### src/rtl/despliegue_producto.sv
// despliegue_producto: signed Booth product to 8-digit 7-seg display via double-dabble; BLANK_ZEROS_EN blanks leading zeros
module despliegue_producto #(
  parameter int REFRESH_BITS = 17
) (
  input  logic        CLK100MHZ,
  input  logic        reset,
  input  logic [15:0] producto,
  input  logic        valido,
  output logic        ocupado,
  output logic [7:0]  AN,
  output logic [6:0]  SEG,
  output logic        DP
);
  typedef enum logic [1:0] {IDLE, CARGA, CONV, FIN} state_t;
  state_t state;
  logic [15:0] prod_q, mag;
  logic sign_q, disp_sign;
  logic [19:0] bcd, bcd_adj, disp_bcd;
  logic [3:0] iter;
  logic [REFRESH_BITS-1:0] presc;
  logic [2:0] idx;
  logic [31:0] bcd_pad;
  logic [3:0] nib;
  logic [7:0] blank;
  logic [6:0] seg_n;
  function automatic logic [6:0] hex7(input logic [3:0] d);
    case (d)
      4'd0: hex7 = 7'b1000000;
      4'd1: hex7 = 7'b1111001;
      4'd2: hex7 = 7'b0100100;
      4'd3: hex7 = 7'b0110000;
      4'd4: hex7 = 7'b0011001;
      4'd5: hex7 = 7'b0010010;
      4'd6: hex7 = 7'b0000010;
      4'd7: hex7 = 7'b1111000;
      4'd8: hex7 = 7'b0000000;
      4'd9: hex7 = 7'b0010000;
      default: hex7 = 7'h7F;
    endcase
  endfunction
  for (genvar g = 0; g < 5; g++) begin : g_adj
    assign bcd_adj[4*g +: 4] = bcd[4*g +: 4] >= 4'd5 ? bcd[4*g +: 4] + 4'd3 : bcd[4*g +: 4];
  end
  // conversion sequencer: latch, take magnitude, 16 add-3/shift steps, publish
  always_ff @(posedge CLK100MHZ) begin
    if (reset) begin
      state     <= IDLE;
      ocupado   <= 1'b0;
      disp_bcd  <= '0;
      disp_sign <= 1'b0;
      iter      <= '0;
      prod_q    <= '0;
      mag       <= '0;
      sign_q    <= 1'b0;
      bcd       <= '0;
    end else begin
      case (state)
        IDLE: if (valido) begin
          prod_q  <= producto;
          ocupado <= 1'b1;
          state   <= CARGA;
        end
        CARGA: begin
          sign_q <= prod_q[15];
          mag    <= prod_q[15] ? 16'd0 - prod_q : prod_q;
          bcd    <= '0;
          iter   <= '0;
          state  <= CONV;
        end
        CONV: begin
          {bcd, mag} <= {bcd_adj[18:0], mag, 1'b0};
          iter       <= iter + 4'd1;
          if (iter == 4'd15) state <= FIN;
        end
        FIN: begin
          disp_bcd  <= bcd;
          disp_sign <= sign_q;
          ocupado   <= 1'b0;
          state     <= IDLE;
        end
        default: state <= IDLE;
      endcase
    end
  end
  assign bcd_pad = {12'h000, disp_bcd};
  assign nib = bcd_pad[{idx, 2'b00} +: 4];
`ifdef BLANK_ZEROS_EN
  assign blank = {3'b000, disp_bcd[19:16] == 4'd0, disp_bcd[19:12] == 8'd0,
                  disp_bcd[19:8] == 12'd0, disp_bcd[19:4] == 16'd0, 1'b0};
`else
  assign blank = 8'h00;
`endif
  assign seg_n = idx == 3'd5 ? (disp_sign ? 7'b0111111 : 7'h7F) :
                 idx > 3'd5  ? 7'h7F :
                 blank[idx]  ? 7'h7F : hex7(nib);
  // digit scan: prescaler wrap advances the digit, anode/segments registered together
  always_ff @(posedge CLK100MHZ) begin
    if (reset) begin
      presc <= '0;
      idx   <= '0;
      AN    <= 8'hFF;
      SEG   <= 7'h7F;
      DP    <= 1'b1;
    end else begin
      presc <= presc + 1'b1;
      if (&presc) idx <= idx + 3'd1;
      AN    <= ~(8'd1 << idx);
      SEG   <= seg_n;
      DP    <= 1'b1;
    end
  end
endmodule
### config.mk
export PLATFORM = sky130hd
export DESIGN_NAME = despliegue_producto
export DESIGN_NICKNAME = d
export VERILOG_FILES = /design/src/rtl/despliegue_producto.sv
export SDC_FILE = /design/constraint.sdc
export NUM_CORES = 1
export LEC_CHECK = 0
export BUFFER_PORTS_ARGS = -buffer_cell sky130_fd_sc_hd__buf_2
export CORE_MARGIN = 5
export CORE_UTILIZATION = 50
export CTS_BUF_LIST = sky130_fd_sc_hd__clkbuf_2 sky130_fd_sc_hd__clkbuf_4 sky130_fd_sc_hd__clkbuf_8
export DETAILED_ROUTE_END_ITERATION = 10
export GPL_TIMING_DRIVEN = 0
export HOLD_SLACK_MARGIN = 0.1
export PLACE_DENSITY = 0.78
export SLEW_MARGIN = 20
export SYNTH_ARGS = -nofsm -noshare
export SYNTH_HDL_FRONTEND = slang
export SYNTH_SLANG_ARGS = --single-unit
### constraint.sdc
create_clock -name CLK100MHZ -period 4.4 [get_ports CLK100MHZ]
set_input_delay 1.32 -clock CLK100MHZ [delete_from_list [all_inputs] [get_ports CLK100MHZ]]
set_output_delay 1.32 -clock CLK100MHZ [all_outputs]
set_load 0.05 [all_outputs]
==> qor.log <==
[setup_path] sort of element at the start of the critical path input pin
[yosys] share of the synthesized area in compound gates (AO/OA/AOI/OAI) 14.04%
[yosys] #FFs+latches synth 116
[layout] commonest non-fill, non-tap cell in the layout dfxtp_1
[die] die height 114.4 um
[timing] worst hold slack after final layout 0.4547 ns
[timing] final setup violation count 0
[hold_path] classification of the worst-slack hold path flip-flop to flip-flop
[yosys] Synth Cell Area 5453 um^2
[setup_path] Critical Path Fanout Max 10
[yosys] Synthesis Warnings 0
[yosys] Seq/Total Area, Yosys 42.59%
[die] core outline area 10750 um^2
[yosys] main combinational cell family by area after synthesis simple AND/OR/NAND/NOR gates
[timing] total negative slack for setup checks 0 ns
[yosys] Post-synth ARST share 0%
[cts] total number of clock tree sinks 116
[timing] final setup slack of the worst path 1.947 ns
[setup_path] cell class contributing the biggest share of worst-path delay buffers and inverters
[die] Initial Util 50.75%
[die] count of standard-cell rows 38
[yosys] share of synthesized cell area in and, or, nand and nor gates 18.52%
[global_route] GR Util All Layers 19.12%
[power] Net Sw Power 1.032 mW
[yosys] largest cells by area after synthesis dfxtp_1 (43%), mux2i_1 (6.8%), ha_1 (6.7%), nor2_1 (5.5%), nand2_1 (4.7%)
[layout] Net count, final 717
[place] post-detailed-placement half-perimeter wirelength 8.593 mm
[power] combinational share of power 25.9%
[detailed_routing] Routed WL per cell 14.77 um
[die] ports placed on the boundary 36
[global_route] wire length of the first global-routing pass 20.12 mm
[place] Final Wtd Congestion 0.8394
[die] Total Die Area 13090 um^2
[timing] RSZ-0062 raised after global routing false
[outcome] result of the run completed
[setup_path] Setup Crit Path Kind input pin to flip-flop
[yosys] fraction of post-synthesis cell area in the top cell type by area 42.59%
[detailed_routing] number of violations reported at the end of detailed-routing iteration 0 214
[cts] TritonCTS clock tree built
[setup_path] list of cells traversed by the critical path clkbuf_1 -> clkbuf_1 -> clkbuf_1 -> nor2_1
[setup_path] CP most frequent cell clkbuf_1
[yosys] cell taking the most area after synthesis dfxtp_1
[global_route] antenna violations before repair 0
[yosys] Post-Synthesis Net Count 665
[place] Setup Slack @ Placement 1.510 ns
[setup_path] Reg2Reg Launch Point idx[1]$_SDFFE_PP0P_
[setup_path] terminus of the critical flop-to-flop path SEG[6]$_SDFF_PP1_
[yosys] arithmetic-cell share of the synthesized area counting full adders, half adders and majority gates 6.654%
[yosys] Post-synth EDFFs 0
[power] Sw Ratio 34.02%
[cts] root buf cell clkbuf_8
[setup_path] Critical Path Max Stage Delay 0.49 ns
[layout] commonest cells after routing, fill and taps aside dfxtp_1 (116), nor2_1 (80), nand2_1 (68)
[power] internal power 2.002 mW
[cts] post-CTS setup repair buffer count 0
[detailed_routing] antenna-violating nets left 0
[layout] final core area utilization 57.86%
[detailed_routing] wirelength, routed 12.14 mm
[cts] Resize count post-CTS 0
[detailed_routing] total via count in the routed design 4425
[timing] maximum frequency from static timing analysis 0.4077 GHz
[global_route] vias in the first global route 4332
[power] Power Density 488.0 nW/um^2
[yosys] number of different library cells in the post-synthesis netlist 60
[timing] portion of the clock cycle consumed by the worst path in the final layout 55.75%
[timing] Worst Max-Slew Pin Slew 0.6832 ns
[yosys] synthesized-area fraction occupied by xor and xnor cells 5.943%
[power] VDD IR-drop max 0.3174 mV
[timing] Layout Skew 0.01121 ns
[hold_path] Min-Delay Startpoint presc[0]$_SDFF_PP0_
[setup_path] reg2reg setup slack 2.26 ns
[setup_path] number of cell instances on the worst register-to-register path 8
[detailed_routing] detailed-router iteration count before antenna repair 5
[yosys] post-synthesis mux area share 7.480%
[detailed_routing] DR vias/cell 5.383
[timing] final number of hold-violating endpoints 0
[layout] Ant. Diodes 0
[yosys] Post-Synthesis Cells 617
[setup_path] data required time of the critical path 4.69 ns
[detailed_routing] DRC violation count after routing 0
[power] relative contribution of sequential cells to total power 39.7%
[global_route] maximum number of pins on one net before global-route repair 17
[cts] depth of the CTS H-tree 4
[setup_path] arrival time worst endpoint 2.74 ns
[setup_path] endpoint kind of the worst setup timing path flip-flop
[hold_path] capture endpoint of the worst hold path presc[0]$_SDFF_PP0_
[hold_path] number of cells traversed by the worst hold path 1
[global_route] grt ovf 0
[timing] Slew Viols, Final 0
[timing] headroom to the max-slew limit 54.45%
[yosys] syn avg cell area 8.837 um^2
[setup_path] slowest stage cell on the critical path clkbuf_1
[cts] clock latency reported for the late side of the worst-skew pair 0.42 ns
[layout] area growth from synthesis to layout 14.02%
[die] overall die width 114.4 um
[setup_path] combined buffer and inverter count along the critical path 3
[yosys] Top FF cell, synth dfxtp_1
[cts] TritonCTS Buffers 17
[place] placed cell count 790
[layout] post-route insts no fill 822
[cts] CTS hold repair buffers 0
[cts] Clock Path Buffers 2
[power] portion of total power attributed to the clock network 34.3%
[place] # port buffers 33
[layout] layout cell share with drive strength beyond 1 13.05%
[power] Leakage 2.404 nW
[job] max-capacitance violation count 0
[cts] Clk pin slew, worst setup/hold paths 0.07 ns
[timing] clock period minus final worst setup slack 2.453 ns
-- flip-flops by register name, indices dropped and copies added, names as in the netlist --
signal,flops
AN,8
bcd,20
prod_q,16
disp_bcd,20
sign_q,1
presc,17
state,2
disp_sign,1
idx,3
ocupado,1
SEG,7
mag,16
iter,4
-- worst max path at each step --
stage / from / end / slack (ns) / depth (start not counted)
3_3_place_gp: reset / bcd[16]$_SDFFE_PP0P_ / 1.54 / 4
5_1_grt: reset / disp_bcd[7]$_SDFFE_PP0P_ / 1.84 / 4
6_report: reset / mag[1]$_SDFFE_PP0P_ / 1.95 / 4
2_1_floorplan: reset / idx[0]$_SDFFE_PP0P_ / 2.09 / 4
3_5_place_dp: reset / mag[1]$_SDFFE_PP0P_ / 1.51 / 4
4_1_cts: reset / bcd[18]$_SDFFE_PP0P_ / 1.94 / 4
-- synth_stat cells, types with 2 or more instances --
cell type / number
nand2_1: 68
xnor2_1: 19
buf_4: 2
o21ai_0: 18
a21oi_1: 42
nor2b_1: 5
a31oi_1: 5
clkbuf_1: 25
nand3_1: 10
nor3_1: 7
or3_1: 2
dfxtp_1: 116
a22oi_1: 7
a32oi_1: 10
o41ai_2: 2
a21boi_0: 2
ha_1: 29
inv_1: 25
o211ai_1: 5
nor2_1: 80
o31ai_1: 7
mux2i_1: 37
nand2b_1: 11
a21o_1: 5
a211oi_1: 2
xor2_1: 18
and2_1: 2
o22ai_1: 8
buf_6: 2
buf_2: 3
buf_1: 2
nand4_1: 5
and3_1: 9
-- stage by stage --
step | power, mW | instance area [um^2]
2_1_floorplan | 1.781 | 5453
3_3_place_gp | 1.977 | 5793
3_5_place_dp | 2.001 | 5793
4_1_cts | 3.037 | 6217
5_1_grt | 3.180 | 6217
6_report | 3.034 | 6217
-- worst reg2reg max path, cell delays in order, from the launching register on --
cell and delay (ns):
dfxtp_1 0.45, buf_4 0.25, mux2i_1 0.21, o22ai_1 0.13
a41oi_1 0.39, inv_1 0.14, ha_1 0.23, mux2i_1 0.16
a211oi_2 0.08
-- final cells by class --
class | instances | area [um^2]
fill | 951 | 4528
multi-input combinational | 440 | 2874
sequential | 116 | 2322
clock buffer | 23 | 297.8
tap | 140 | 175.2
timing repair buffer | 33 | 165.2
buffer | 34 | 153.9
clock inverter | 9 | 126.4
inverter | 27 | 102.6
-- routing by layer --
metal  vias to the layer above  share of wire (%)  GRT usage, %
met2                       110                 50         33.80
met1                      2076                 42         22.41
met4                         0                1.6         6.968
li1                       2222                  -             -
met3                        17                5.9         4.545
met5                         -                  0             0
-- power groups by stage --
stage               registers (mW)  logic, mW  clock network [mW]
floorplan                     1.23      0.547                   0
finish                        1.20      0.787                1.04
global route                  1.22      0.865                1.10
detailed placement            1.23      0.775                   0
global placement              1.22      0.757                   0
CTS                           1.20      0.781                1.05
-- cell families after synthesis --
logic type      Yosys count
flops                   116
other cells               1
buf+inv                  61
compound gates          119
xor+xnor                 37
mux                      39
fa+ha+maj                29
simple gates            215
No activity file was read; power rests on OpenSTA's default activity.
